===== src/rtl/pong_game_ctrl_if.sv =====
// rtl/pong_game_ctrl_if.sv - frame/control inputs and game-state outputs of the pong controller
interface pong_game_ctrl_if;
  logic        i_frameTick;
  logic        i_startBtn;
  logic        i_upL;
  logic        i_downL;
  logic        i_upR;
  logic        i_downR;
  logic [11:0] o_ballX;
  logic [11:0] o_ballY;
  logic [11:0] o_paddleLY;
  logic [11:0] o_paddleRY;
  logic [3:0]  o_scoreL;
  logic [3:0]  o_scoreR;
  logic [2:0]  o_gameState;
  logic        o_gameOver;

  modport master (
    output i_frameTick, i_startBtn, i_upL, i_downL, i_upR, i_downR,
    input  o_ballX, o_ballY, o_paddleLY, o_paddleRY, o_scoreL, o_scoreR, o_gameState, o_gameOver
  );

  modport slave (
    input  i_frameTick, i_startBtn, i_upL, i_downL, i_upR, i_downR,
    output o_ballX, o_ballY, o_paddleLY, o_paddleRY, o_scoreL, o_scoreR, o_gameState, o_gameOver
  );
endinterface


===== src/rtl/pong_game_ctrl.sv =====
// rtl/pong_game_ctrl.sv - pong game FSM: serve, ball/paddle physics, scoring
// Optional ball speed-up on paddle hits: define PONG_SPEEDUP_EN.
module pong_game_ctrl #(
  parameter int SCREEN_W     = 800,
  parameter int SCREEN_H     = 600,
  parameter int BALL_SIZE    = 10,
  parameter int PADDLE_W     = 10,
  parameter int PADDLE_H     = 80,
  parameter int PADDLE_XL    = 20,
  parameter int PADDLE_XR    = 770,
  parameter int PADDLE_STEP  = 4,
  parameter int BALL_SPEED   = 2,
  parameter int SERVE_FRAMES = 60,
  parameter int WIN_SCORE    = 7
) (
  input  logic             i_clk,
  input  logic             i_rst,
  pong_game_ctrl_if.slave  bus
);
  typedef enum logic [2:0] {
    S_IDLE = 3'd0, S_SERVE = 3'd1, S_PLAY = 3'd2, S_POINT = 3'd3, S_GAMEOVER = 3'd4
  } state_t;

  localparam int CNT_W = $clog2(SERVE_FRAMES + 1);
  localparam logic [11:0] C_BALL_X0 = 12'((SCREEN_W - BALL_SIZE) / 2);
  localparam logic [11:0] C_BALL_Y0 = 12'((SCREEN_H - BALL_SIZE) / 2);
  localparam logic [11:0] C_PAD0    = 12'((SCREEN_H - PADDLE_H) / 2);
  localparam logic [3:0]  C_WIN     = 4'(WIN_SCORE);
  localparam logic signed [12:0] C_X_MAX   = 13'(SCREEN_W - BALL_SIZE);
  localparam logic signed [12:0] C_Y_MAX   = 13'(SCREEN_H - BALL_SIZE);
  localparam logic signed [12:0] C_PAD_MAX = 13'(SCREEN_H - PADDLE_H);
  localparam logic signed [12:0] C_L_BACK  = 13'(PADDLE_XL);
  localparam logic signed [12:0] C_L_FACE  = 13'(PADDLE_XL + PADDLE_W);
  localparam logic signed [12:0] C_R_FACE  = 13'(PADDLE_XR);
  localparam logic signed [12:0] C_R_BACK  = 13'(PADDLE_XR + PADDLE_W);
  localparam logic signed [12:0] C_R_HIT   = 13'(PADDLE_XR - BALL_SIZE);
  localparam logic signed [12:0] C_BS      = 13'(BALL_SIZE);
  localparam logic signed [12:0] C_PH      = 13'(PADDLE_H);
  localparam logic signed [12:0] C_STEP    = 13'(PADDLE_STEP);
  localparam logic signed [12:0] C_SPEED   = 13'(BALL_SPEED);

  state_t             r_state;
  logic               r_start_q;
  logic [CNT_W-1:0]   r_frame_cnt;
  logic [11:0]        r_ball_x, r_ball_y, r_pad_l, r_pad_r;
  logic               r_vx_neg, r_vy_neg;
  logic [3:0]         r_score_l, r_score_r;
  logic               r_game_over;
  logic               r_left_conceded;

  logic               w_start_edge, w_point_won, w_enter_serve;
  logic signed [12:0] w_vx_mag, w_vx, w_vy, w_pos_x, w_pos_y, w_next_x, w_next_y, w_pl, w_pr;
  logic               w_hit_l, w_hit_r, w_miss_l, w_miss_r;
  logic [11:0]        w_ball_x_nxt, w_ball_y_nxt;
  logic               w_vy_neg_nxt;

  function automatic logic [11:0] f_paddle(input logic [11:0] p, input logic up, input logic dn);
    logic signed [12:0] v;
    v = $signed({1'b0, p});
    if (up && !dn)      v = (v - C_STEP <= 13'sd0) ? 13'sd0 : v - C_STEP;
    else if (dn && !up) v = (v + C_STEP >= C_PAD_MAX) ? C_PAD_MAX : v + C_STEP;
    return v[11:0];
  endfunction

  assign w_start_edge  = bus.i_startBtn & ~r_start_q;
  assign w_point_won   = r_left_conceded ? (r_score_r >= C_WIN) : (r_score_l >= C_WIN);
  assign w_enter_serve = (((r_state == S_IDLE) || (r_state == S_GAMEOVER)) && w_start_edge)
                       || ((r_state == S_POINT) && !w_point_won);

`ifdef PONG_SPEEDUP_EN
  logic [2:0] r_vx_mag;
  always_ff @(posedge i_clk or posedge i_rst) begin
    if (i_rst)                r_vx_mag <= 3'(BALL_SPEED);
    else if (w_enter_serve)   r_vx_mag <= 3'(BALL_SPEED);
    else if ((r_state == S_PLAY) && bus.i_frameTick && (w_hit_l || w_hit_r) && (r_vx_mag < 3'd6))
      r_vx_mag <= r_vx_mag + 3'd1;
  end
  assign w_vx_mag = $signed({10'd0, r_vx_mag});
`else
  assign w_vx_mag = C_SPEED;
`endif

  assign w_vx     = r_vx_neg ? -w_vx_mag : w_vx_mag;
  assign w_vy     = r_vy_neg ? -C_SPEED : C_SPEED;
  assign w_pos_x  = $signed({1'b0, r_ball_x});
  assign w_pos_y  = $signed({1'b0, r_ball_y});
  assign w_pl     = $signed({1'b0, r_pad_l});
  assign w_pr     = $signed({1'b0, r_pad_r});
  assign w_next_x = w_pos_x + w_vx;
  assign w_next_y = w_pos_y + w_vy;

  // Paddle overlap uses the pre-move ball Y; horizontal test uses the next X.
  assign w_hit_l  = r_vx_neg && (w_next_x <= C_L_FACE) && (w_next_x + C_BS > C_L_BACK)
                  && (w_pos_y + C_BS > w_pl) && (w_pos_y < w_pl + C_PH);
  assign w_hit_r  = !r_vx_neg && (w_next_x + C_BS >= C_R_FACE) && (w_next_x < C_R_BACK)
                  && (w_pos_y + C_BS > w_pr) && (w_pos_y < w_pr + C_PH);
  assign w_miss_l = !w_hit_l && !w_hit_r && (w_next_x <= 13'sd0);
  assign w_miss_r = !w_hit_l && !w_hit_r && (w_next_x >= C_X_MAX);

  always_comb begin
    w_ball_x_nxt = w_next_x[11:0];
    if (w_hit_l)       w_ball_x_nxt = C_L_FACE[11:0];
    else if (w_hit_r)  w_ball_x_nxt = C_R_HIT[11:0];
    else if (w_miss_l) w_ball_x_nxt = '0;
    else if (w_miss_r) w_ball_x_nxt = C_X_MAX[11:0];
    w_ball_y_nxt = w_next_y[11:0];
    w_vy_neg_nxt = r_vy_neg;
    if (w_next_y <= 13'sd0) begin
      w_ball_y_nxt = '0;
      w_vy_neg_nxt = 1'b0;
    end else if (w_next_y >= C_Y_MAX) begin
      w_ball_y_nxt = C_Y_MAX[11:0];
      w_vy_neg_nxt = 1'b1;
    end
  end

  always_ff @(posedge i_clk or posedge i_rst) begin
    if (i_rst) begin
      r_state         <= S_IDLE;
      r_start_q       <= 1'b0;
      r_frame_cnt     <= '0;
      r_ball_x        <= C_BALL_X0;
      r_ball_y        <= C_BALL_Y0;
      r_vx_neg        <= 1'b1;
      r_vy_neg        <= 1'b0;
      r_pad_l         <= C_PAD0;
      r_pad_r         <= C_PAD0;
      r_score_l       <= '0;
      r_score_r       <= '0;
      r_game_over     <= 1'b0;
      r_left_conceded <= 1'b1;
    end else begin
      r_start_q <= bus.i_startBtn;
      case (r_state)
        S_IDLE: if (w_start_edge) begin
          r_state         <= S_SERVE;
          r_left_conceded <= 1'b1;
        end
        S_SERVE: if (bus.i_frameTick) begin
          r_pad_l     <= f_paddle(r_pad_l, bus.i_upL, bus.i_downL);
          r_pad_r     <= f_paddle(r_pad_r, bus.i_upR, bus.i_downR);
          r_frame_cnt <= r_frame_cnt + CNT_W'(1);
          if (r_frame_cnt == CNT_W'(SERVE_FRAMES - 1)) r_state <= S_PLAY;
        end
        S_PLAY: if (bus.i_frameTick) begin
          r_pad_l  <= f_paddle(r_pad_l, bus.i_upL, bus.i_downL);
          r_pad_r  <= f_paddle(r_pad_r, bus.i_upR, bus.i_downR);
          r_ball_x <= w_ball_x_nxt;
          r_ball_y <= w_ball_y_nxt;
          r_vy_neg <= w_vy_neg_nxt;
          if (w_hit_l || w_hit_r) r_vx_neg <= ~r_vx_neg;
          if (w_miss_l || w_miss_r) begin
            r_state         <= S_POINT;
            r_left_conceded <= w_miss_l;
            if (w_miss_l && (r_score_r < C_WIN)) r_score_r <= r_score_r + 4'd1;
            if (w_miss_r && (r_score_l < C_WIN)) r_score_l <= r_score_l + 4'd1;
          end
        end
        S_POINT: if (w_point_won) begin
          r_state     <= S_GAMEOVER;
          r_game_over <= 1'b1;
        end else begin
          r_state <= S_SERVE;
        end
        S_GAMEOVER: if (w_start_edge) begin
          r_state         <= S_SERVE;
          r_game_over     <= 1'b0;
          r_score_l       <= '0;
          r_score_r       <= '0;
          r_left_conceded <= 1'b1;
        end
        default: r_state <= S_IDLE;
      endcase
      // Serve always aims at whoever conceded; a fresh start counts as the left player.
      if (w_enter_serve) begin
        r_ball_x    <= C_BALL_X0;
        r_ball_y    <= C_BALL_Y0;
        r_vx_neg    <= (r_state == S_POINT) ? r_left_conceded : 1'b1;
        r_vy_neg    <= 1'b0;
        r_frame_cnt <= '0;
      end
    end
  end

  assign bus.o_ballX     = r_ball_x;
  assign bus.o_ballY     = r_ball_y;
  assign bus.o_paddleLY  = r_pad_l;
  assign bus.o_paddleRY  = r_pad_r;
  assign bus.o_scoreL    = r_score_l;
  assign bus.o_scoreR    = r_score_r;
  assign bus.o_gameState = r_state;
  assign bus.o_gameOver  = r_game_over;
endmodule

===== src/flat_wrapper.sv =====
// flat-port wrapper written by rule: the top's interface ports become plain ports
module pong_game_ctrl_flat 
#(
  parameter int SCREEN_W     = 800,
  parameter int SCREEN_H     = 600,
  parameter int BALL_SIZE    = 10,
  parameter int PADDLE_W     = 10,
  parameter int PADDLE_H     = 80,
  parameter int PADDLE_XL    = 20,
  parameter int PADDLE_XR    = 770,
  parameter int PADDLE_STEP  = 4,
  parameter int BALL_SPEED   = 2,
  parameter int SERVE_FRAMES = 60,
  parameter int WIN_SCORE    = 7
)
  (i_clk, i_rst, bus_i_frameTick, bus_i_startBtn, bus_i_upL, bus_i_downL, bus_i_upR, bus_i_downR, bus_o_ballX, bus_o_ballY, bus_o_paddleLY, bus_o_paddleRY, bus_o_scoreL, bus_o_scoreR, bus_o_gameState, bus_o_gameOver);
  pong_game_ctrl_if bus_i ();
  input  logic i_clk;
  input  logic i_rst;
  input wire logic [$bits(bus_i.i_frameTick)-1:0] bus_i_frameTick;
  input wire logic [$bits(bus_i.i_startBtn)-1:0] bus_i_startBtn;
  input wire logic [$bits(bus_i.i_upL)-1:0] bus_i_upL;
  input wire logic [$bits(bus_i.i_downL)-1:0] bus_i_downL;
  input wire logic [$bits(bus_i.i_upR)-1:0] bus_i_upR;
  input wire logic [$bits(bus_i.i_downR)-1:0] bus_i_downR;
  output wire logic [$bits(bus_i.o_ballX)-1:0] bus_o_ballX;
  output wire logic [$bits(bus_i.o_ballY)-1:0] bus_o_ballY;
  output wire logic [$bits(bus_i.o_paddleLY)-1:0] bus_o_paddleLY;
  output wire logic [$bits(bus_i.o_paddleRY)-1:0] bus_o_paddleRY;
  output wire logic [$bits(bus_i.o_scoreL)-1:0] bus_o_scoreL;
  output wire logic [$bits(bus_i.o_scoreR)-1:0] bus_o_scoreR;
  output wire logic [$bits(bus_i.o_gameState)-1:0] bus_o_gameState;
  output wire logic [$bits(bus_i.o_gameOver)-1:0] bus_o_gameOver;
  assign bus_i.i_frameTick = bus_i_frameTick;
  assign bus_i.i_startBtn = bus_i_startBtn;
  assign bus_i.i_upL = bus_i_upL;
  assign bus_i.i_downL = bus_i_downL;
  assign bus_i.i_upR = bus_i_upR;
  assign bus_i.i_downR = bus_i_downR;
  assign bus_o_ballX = bus_i.o_ballX;
  assign bus_o_ballY = bus_i.o_ballY;
  assign bus_o_paddleLY = bus_i.o_paddleLY;
  assign bus_o_paddleRY = bus_i.o_paddleRY;
  assign bus_o_scoreL = bus_i.o_scoreL;
  assign bus_o_scoreR = bus_i.o_scoreR;
  assign bus_o_gameState = bus_i.o_gameState;
  assign bus_o_gameOver = bus_i.o_gameOver;
  pong_game_ctrl #(.SCREEN_W(SCREEN_W), .SCREEN_H(SCREEN_H), .BALL_SIZE(BALL_SIZE), .PADDLE_W(PADDLE_W), .PADDLE_H(PADDLE_H), .PADDLE_XL(PADDLE_XL), .PADDLE_XR(PADDLE_XR), .PADDLE_STEP(PADDLE_STEP), .BALL_SPEED(BALL_SPEED), .SERVE_FRAMES(SERVE_FRAMES), .WIN_SCORE(WIN_SCORE)) u_core (.i_clk(i_clk), .i_rst(i_rst), .bus(bus_i));
endmodule

===== config.mk =====
export PLATFORM = sky130hd
export DESIGN_NAME = pong_game_ctrl_flat
export DESIGN_NICKNAME = d
export VERILOG_FILES = /design/src/rtl/pong_game_ctrl_if.sv /design/src/rtl/pong_game_ctrl.sv /design/src/flat_wrapper.sv
export SDC_FILE = /design/constraint.sdc
export NUM_CORES = 1
export LEC_CHECK = 0
export ABC_AREA = 1
export BUFFER_PORTS_ARGS = -buffer_cell sky130_fd_sc_hd__buf_2
export CORE_ASPECT_RATIO = 0.75
export CORE_UTILIZATION = 55
export CTS_BUF_LIST = sky130_fd_sc_hd__clkbuf_8
export CTS_CLUSTER_DIAMETER = 100
export DETAILED_ROUTE_END_ITERATION = 6
export GPL_TIMING_DRIVEN = 1
export PLACE_DENSITY_LB_ADDON = 0.2
export SYNTH_ARGS = -nofsm -noshare
export SYNTH_HDL_FRONTEND = slang
export SYNTH_SLANG_ARGS = --single-unit

===== constraint.sdc =====
create_clock -name i_clk -period 3.88 [get_ports i_clk]
set_input_delay 0.582 -clock i_clk [delete_from_list [all_inputs] [get_ports i_clk]]
set_output_delay 0.582 -clock i_clk [all_outputs]
set_load 0.05 [all_outputs]

==> results.sh, run 1 <==
export IMPL_cp_required_ns=4.18
export IMPL_r2r_setup_slack_ns=0.41
export IMPL_routed_wirelength_um=19830
export IMPL_async_flop_share_pct=100.0
export IMPL_drtIter0Drc=597
export IMPL_grt_pass1_vias=6371
export IMPL_core_area_mm2=0.01297
export IMPL_synth_top_flop_cell="dfrtp_1"
export IMPL_worst_slew_pin_transition_ns=1.007
export IMPL_seqCellArea_mm2=0.001672
export IMPL_post_cts_hold_buffer_count=0
export IMPL_rr_startpoint="u_core.bus.o_ballY[1]$_DFFE_PP1P_"
export IMPL_worstSetupPathType="reg2reg"
export IMPL_drive_above_1_share_pct=14.25
export IMPL_post_place_ws_ns=0.2458
export IMPL_gr_usage_met1_pct=46.47
export IMPL_route_antenna_remaining_nets=0
export IMPL_worst_setup_path_start_kind="flip-flop"
export IMPL_diodes=0
export IMPL_tns_ns=0
export IMPL_critPathArrivalTime_ns=3.77
export IMPL_via_count=7362
export IMPL_timing_max_cap_violations=0
export IMPL_worstHoldPathCells=1
export IMPL_clk_root_buffer_cell="clkbuf_8"
export IMPL_critical_path_n_buffers_inverters=1
export IMPL_max_slew_margin_pct=32.63
export IMPL_synth_edff_count=0
export IMPL_critical_path_top_delay_family="simple AND/OR/NAND/NOR gates"
export IMPL_layout_cells_most_common="nand2_1"
export IMPL_syn_instance_count=1089
export IMPL_filler_cell_count=1235
export IMPL_die_w_um=135.2
export IMPL_r2r_end="u_core.bus.o_ballX[6]$_DFFE_PP0P_"
export IMPL_postLayoutCoreUtil_pct=62.30
export IMPL_hold_end="u_core.r_start_q$_DFF_PP0_"
export IMPL_clock_fmax_mhz=288.0
export IMPL_clk_pin_slew_worst_paths_ns=0.10
export IMPL_die_area_mm2=0.01378
export IMPL_global_route_usage_total_pct=30.07
export IMPL_globalRoute_busiestLayer="met1"
export IMPL_distinct_cell_type_count_of_the_synthesized_netlist=49
export IMPL_layout_area_overhead_vs_synth_pct=10.41
export IMPL_grt_antenna_before_repair=0
export IMPL_seq_area_frac_synth_pct=22.84
export IMPL_min_delay_path_class="in2reg"
export IMPL_global_route_track_usage_on_met2_pct=43.20
export IMPL_largest_net_degree_at_the_start_of_global_routing=42
export IMPL_grt_setup_unrepaired="false"
export IMPL_r2r_worst_path_cells=22
export IMPL_cts_buffers_inserted=9
export IMPL_critPathCaptureType="flip-flop"
export IMPL_io_pins=68
export IMPL_insertion_delay_to_the_later_sink_of_the_worst_skew_pair_ns=0.38
export IMPL_cell_area_after_technology_mapping_mm2=0.007320
export IMPL_detailed_place_hpwl_um=15380
export IMPL_tritoncts="yes"
export IMPL_vias_per_cell=5.510
export IMPL_drc=0
export IMPL_cp_cell_sequence="ha_1 > o21ai_0 > or2_2 > nor2_1 > nand2_1 > xor2_1 > inv_1 > ha_1 > nand2_1 > nor2_1 > nand2_1 > nand2_1 > nand2_1 > nand2_1 > nand3_1 > a21oi_2 > nand3_4 > nand3_4 > nand2_1 > o21ai_0 > nand2_1 > nand2_1"
export IMPL_final_hold_violation_count=0
export IMPL_grt_pass1_wl_um=32280
export IMPL_path_common_cell="nand2_1"
export IMPL_clock_skew_final_ns=0.02156
export IMPL_multi_input_area_mm2=0.004994
export IMPL_final_cell_mix="nand2_1, inv_1, nor2_1"
export IMPL_synth_ff_latch_count=66
export IMPL_max_stage_delay_ns=0.61
export IMPL_global_route_overflow_total=0
export IMPL_nets=1254
export IMPL_synth_warnings=0
export IMPL_cts_num_sinks=66
export IMPL_cts_max_path_buffers=2
export IMPL_place_port_buffers=63
export IMPL_timing_hold_worst_start="bus_i_startBtn"
export IMPL_syn_avg_cell_area_um2=6.721
export IMPL_timing_final_crit_period_ns=3.473
export IMPL_biggest_fanout_along_the_worst_timing_path=7
export IMPL_setup_viol_count_final=0
export IMPL_maxSlewViolCount=0
export IMPL_clock_tree_htree_level_count=3
export IMPL_initial_utilization_pct=56.42
export IMPL_routabilityCongestion=0.8942
export IMPL_rows=36
export IMPL_drt_first_pass_iters=5
export IMPL_worst_path_max_delay_cell="dfstp_2"
export IMPL_outcome="finished, final reports clean"
export IMPL_wl_per_cell_um=14.84
export IMPL_die_height_um=101.9
export IMPL_layout_worst_path_cycle_share_pct=89.50
export IMPL_grt_use_met3_pct=5.853
export IMPL_final_setup_worst_slack_ns=0.4073
## worst max path at each step
stage                                                 start                                 end  slack [ns]  cells past startpoint
after global placement    u_core.bus.o_ballY[2]$_DFFE_PP1P_  u_core.bus.o_scoreR[0]$_DFFE_PP0P_        0.36                     22
after detailed placement  u_core.bus.o_ballY[2]$_DFFE_PP1P_  u_core.bus.o_scoreR[1]$_DFFE_PP0P_        0.25                     22
final                     u_core.bus.o_ballY[1]$_DFFE_PP1P_   u_core.bus.o_ballX[6]$_DFFE_PP0P_        0.41                     22
after CTS                 u_core.bus.o_ballY[2]$_DFFE_PP1P_  u_core.bus.o_scoreR[1]$_DFFE_PP0P_        0.20                     22
after global routing      u_core.bus.o_ballY[1]$_DFFE_PP1P_  u_core.bus.o_scoreR[2]$_DFFE_PP0P_       0.003                     22
after floorplan           u_core.bus.o_ballY[1]$_DFFE_PP1P_  u_core.bus.o_scoreR[0]$_DFFE_PP0P_        0.37                     22
## final cells by class
type                            instances  share of cell area, %
Clock buffer                            9                  1.533
Sequential cell                        66                  20.68
Multi-Input combinational cell        848                  61.79
Tap cell                              171                  2.647
Timing Repair Buffer                   74                  4.923
Clock inverter                          7                 0.9444
Inverter                              161                  7.478
## synthesized netlist by cell type, types with 2 or more instances
cell type | count | area, µm²
nor4_1 | 3 | 18.77
o22ai_1 | 3 | 18.77
a21oi_1 | 46 | 230.2
nand3_2 | 5 | 50.05
nor2_1 | 88 | 330.3
ha_1 | 82 | 1026
nor3_2 | 3 | 30.03
buf_4 | 4 | 30.03
dfstp_2 | 16 | 420.4
a211oi_1 | 3 | 22.52
nand4_1 | 23 | 143.9
a22oi_1 | 11 | 82.58
nand3_4 | 4 | 70.07
nor4b_1 | 2 | 17.52
xor2_1 | 52 | 455.4
inv_1 | 148 | 555.5
o31ai_1 | 2 | 15.01
clkinv_1 | 5 | 18.77
nand2_1 | 276 | 1036
nand2_2 | 15 | 93.84
o21ai_1 | 4 | 20.02
a21oi_2 | 2 | 17.52
o211ai_1 | 6 | 45.04
nand2_4 | 3 | 33.78
xnor2_1 | 5 | 43.79
clkbuf_1 | 12 | 45.04
nor2_2 | 9 | 56.30
o21ai_0 | 64 | 320.3
or2_2 | 4 | 25.02
nand3_1 | 81 | 405.4
o21a_1 | 3 | 22.52
fa_1 | 4 | 80.08
a31oi_1 | 4 | 25.02
and3_1 | 2 | 12.51
o21ai_2 | 2 | 17.52
nor3_1 | 24 | 120.1
dfrtp_1 | 50 | 1251
inv_2 | 8 | 30.03
## through the flow
step | instances | hold slack, ns | cell area [µm²]
2_1_floorplan | 1092 | 0.4549 | 7331
3_3_place_gp | 1317 | 0.4694 | 7836
3_5_place_dp | 1317 | 0.4724 | 7836
4_1_cts | 1333 | 0.3082 | 8036
5_1_grt | 1336 | 0.3036 | 8082
6_report | 1336 | 0.3226 | 8082
## repair_timing
action,CTS,global route
gates resized for setup,0,5
buffers inserted,0,2
setup endpoints to repair,0,16
## flip-flops by register name, indices dropped and copies added, names as in the netlist
name and cells:
u_core.bus.o_ballY 12, u_core.bus.o_scoreL 4, u_core.bus.o_paddleRY 10, u_core.r_left_conceded 1, u_core.r_start_q 1, u_core.bus.o_scoreR 4
u_core.bus.o_gameState 3, u_core.bus.o_paddleLY 10, u_core.r_vx_neg 1, u_core.bus.o_gameOver 1, u_core.bus.o_ballX 12, u_core.r_frame_cnt 6
u_core.r_vy_neg 1
## cells by family after synthesis
family | Yosys count | share of synthesized area [%]
DFF | 66 | 22.84
adders and majority gates | 86 | 15.11
and+or+nand+nor | 545 | 33.66
xor gates and xnor gates | 57 | 6.821
AOI/OAI and AO/OA | 155 | 12.02
other | 1 | 0.05123
buffers and inverters | 179 | 9.504
## worst register-to-register path: stages (launching register included)
cell	delay [ns]
dfstp_2	0.61
ha_1	0.21
o21ai_0	0.13
or2_2	0.34
nor2_1	0.13
nand2_1	0.08
xor2_1	0.13
inv_1	0.09
ha_1	0.28
nand2_1	0.06
nor2_1	0.14
nand2_1	0.08
nand2_1	0.07
nand2_1	0.05
nand2_1	0.06
nand3_1	0.08
a21oi_2	0.16
nand3_4	0.13
nand3_4	0.14
nand2_1	0.12
o21ai_0	0.19
nand2_1	0.07
nand2_1	0.05
## per-layer routing
| metal | wire length [µm] | vias up | share of wire, % |
|---|---|---|---|
| li1 | - | 3712 | - |
| met1 | 9980 | 3363 | 50 |
| met2 | 8038 | 274 | 41 |
| met3 | 1646 | 13 | 8.3 |
| met4 | 159 | 0 | 0.80 |
| met5 | 0 | - | 0 |
Power of run 1 is left out: the tool's default activity adds up to more than one toggle a clock period on the data nets, which glitch-free logic cannot reach.
==> run 2: changes to the inputs <==
==> constraint.sdc (replaced) <==
create_clock -name i_clk -period 4.45 [get_ports i_clk]
set_input_delay 0.6675 -clock i_clk [delete_from_list [all_inputs] [get_ports i_clk]]
set_output_delay 0.6675 -clock i_clk [all_outputs]
set_load 0.05 [all_outputs]
==> results.sh, run 2 (synthesis gave the netlist of run 1 again) <==
export IMPL_outcome="finished, violations left"
export IMPL_failing_checks="DRC"
export IMPL_grt_setup_unrepaired="false"
export IMPL_die_height_um=101.9
export IMPL_place_port_buffers=63
export IMPL_r2r_worst_path_cells=22
export IMPL_routabilityCongestion=0.9140
export IMPL_global_route_overflow_total=0
export IMPL_max_stage_delay_ns=0.61
export IMPL_critPathCaptureType="flip-flop"
export IMPL_route_antenna_remaining_nets=0
export IMPL_drc=9
export IMPL_cts_resized_gates=0
export IMPL_worst_slew_pin_transition_ns=1.023
export IMPL_setup_worst_path_end="u_core.bus.o_scoreR[3]$_DFFE_PP0P_"
export IMPL_layout_cells_most_common="nand2_1"
export IMPL_insertion_delay_to_the_later_sink_of_the_worst_skew_pair_ns=0.38
export IMPL_timing_max_cap_violations=0
export IMPL_post_cts_hold_buffer_count=0
export IMPL_min_delay_path_class="in2reg"
export IMPL_clock_skew_final_ns=0.02275
export IMPL_nets=1244
export IMPL_cp_cell_sequence="inv_1 > o21ai_0 > nand2_1 > nor2_1 > xor2_1 > inv_1 > ha_1 > nand2_1 > nor2_1 > nand2_1 > and3_1 > o21ai_0 > nand2_1 > nand2_1 > nand2_1 > nor2_1 > nand3_4 > nand3_4 > nand3_4 > nand3_1 > nand2_1 > nand2_1"
export IMPL_clock_tree_htree_level_count=3
export IMPL_grt_pass1_wl_um=31800
export IMPL_r2r_end="u_core.bus.o_scoreR[3]$_DFFE_PP0P_"
export IMPL_grt_antenna_before_repair=0
export IMPL_drive_above_1_share_pct=13.25
export IMPL_biggest_fanout_along_the_worst_timing_path=14
export IMPL_maxSlewViolCount=0
export IMPL_cp_required_ns=4.77
export IMPL_post_route_insts_no_fill=1326
export IMPL_clk_pin_slew_worst_paths_ns=0.10
export IMPL_io_pins=68
export IMPL_r2r_setup_slack_ns=0.68
export IMPL_layout_worst_path_cycle_share_pct=84.79
export IMPL_initial_utilization_pct=56.42
export IMPL_wl_per_cell_um=14.60
export IMPL_layout_area_overhead_vs_synth_pct=9.402
export IMPL_rr_startpoint="u_core.bus.o_ballY[1]$_DFFE_PP1P_"
export IMPL_grt_pass1_vias=6384
export IMPL_drtIter0Drc=588
export IMPL_setup_worst_path_start="u_core.bus.o_ballY[1]$_DFFE_PP1P_"
export IMPL_rows=36
export IMPL_cts_buffers_inserted=9
export IMPL_tritoncts="yes"
export IMPL_worst_setup_path_start_kind="flip-flop"
export IMPL_worstSetupPathType="reg2reg"
export IMPL_cts_num_sinks=66
export IMPL_via_count=7280
export IMPL_largest_net_degree_at_the_start_of_global_routing=47
export IMPL_vias_per_cell=5.490
export IMPL_clk_root_buffer_cell="clkbuf_8"
export IMPL_critPathArrivalTime_ns=4.09
export IMPL_drt_first_pass_iters=7
export IMPL_final_cell_mix="nand2_1, inv_1, nor2_1"
export IMPL_cts_max_path_buffers=2
export IMPL_global_route_usage_total_pct=29.43
export IMPL_final_hold_violation_count=0
export IMPL_detailed_place_hpwl_um=15170
export IMPL_die_area_mm2=0.01378
export IMPL_routed_wirelength_um=19350
export IMPL_timing_final_crit_period_ns=3.773
export IMPL_tns_ns=0
export IMPL_placed_cells=1310
export IMPL_diodes=0
export IMPL_path_common_cell="nand2_1"
export IMPL_setup_viol_count_final=0
export IMPL_die_w_um=135.2
export IMPL_max_slew_margin_pct=31.44
export IMPL_clock_fmax_mhz=265.0
export IMPL_setup_fix_bufs_post_cts=0
export IMPL_core_area_mm2=0.01297
export IMPL_worst_path_max_delay_cell="dfstp_2"
==> run 2: cell count changes in the layout (fill, tap and decap cells not counted), moves of 2 or more <==
cell	delta
nand3_2	-2
nand3_1	+2
clkinvlp_4	-2
buf_4	-9
==> run 2: area by class of cell <==
class	count	area [µm²]
well taps	171	214.0
multi-input cells	847	4964
flip-flops and latches	66	1672
fillers	1249	4965
repair buffers	65	330.3
clock inverters	7	100.1
inverters	161	604.3
clock buffers	9	123.9
==> run 2: how the worst min path moves through the flow <==
stage | from | endpoint | slack [ns] | cells after the start
global placement | u_core.r_left_conceded$_DFFE_PP1P_ | u_core.r_left_conceded$_DFFE_PP1P_ | 0.47 | 2
finish | bus_i_startBtn | u_core.r_start_q$_DFF_PP0_ | 0.42 | 1
detailed placement | u_core.r_left_conceded$_DFFE_PP1P_ | u_core.r_left_conceded$_DFFE_PP1P_ | 0.48 | 2
CTS | bus_i_startBtn | u_core.r_start_q$_DFF_PP0_ | 0.41 | 1
global route | bus_i_startBtn | u_core.r_start_q$_DFF_PP0_ | 0.41 | 1
floorplan | u_core.r_left_conceded$_DFFE_PP1P_ | u_core.r_left_conceded$_DFFE_PP1P_ | 0.45 | 2
==> run 2: worst max-delay path: cells and delay by family (launching register included) <==
family                     cells  cell delay (ns)
AOI/OAI and AO/OA              2             0.50
xor gates and xnor gates       1             0.17
adders and majority gates      1             0.29
buffers and inverters          2             0.27
DFF                            1             0.61
and+or+nand+nor               16             1.87
==> run 2: metrics by stage <==
stage	utilization, %	hold WS (ns)	setup WS [ns]	area (µm²)
after global placement	60.00	0.4704	0.8429	7784
after CTS	61.73	0.4071	0.7459	8008
final	61.73	0.4201	0.6770	8008
after detailed placement	60.00	0.4821	0.7751	7784
after global routing	61.73	0.4079	0.2187	8008
after floorplan	-	0.4549	0.9369	7331
==> run 2: metal layers <==
layer / GRT usage, % / wire length, µm / up-vias / share of wire (%)
li1: - / - / 3689 / -
met1: 45.52 / 9832 / 3311 / 51
met2: 41.22 / 7598 / 256 / 39
met3: 6.597 / 1736 / 24 / 9.0
met4: 5.704 / 185 / 0 / 0.96
met5: 0 / 0 / - / 0
Power of run 2 is left out for the same reason.
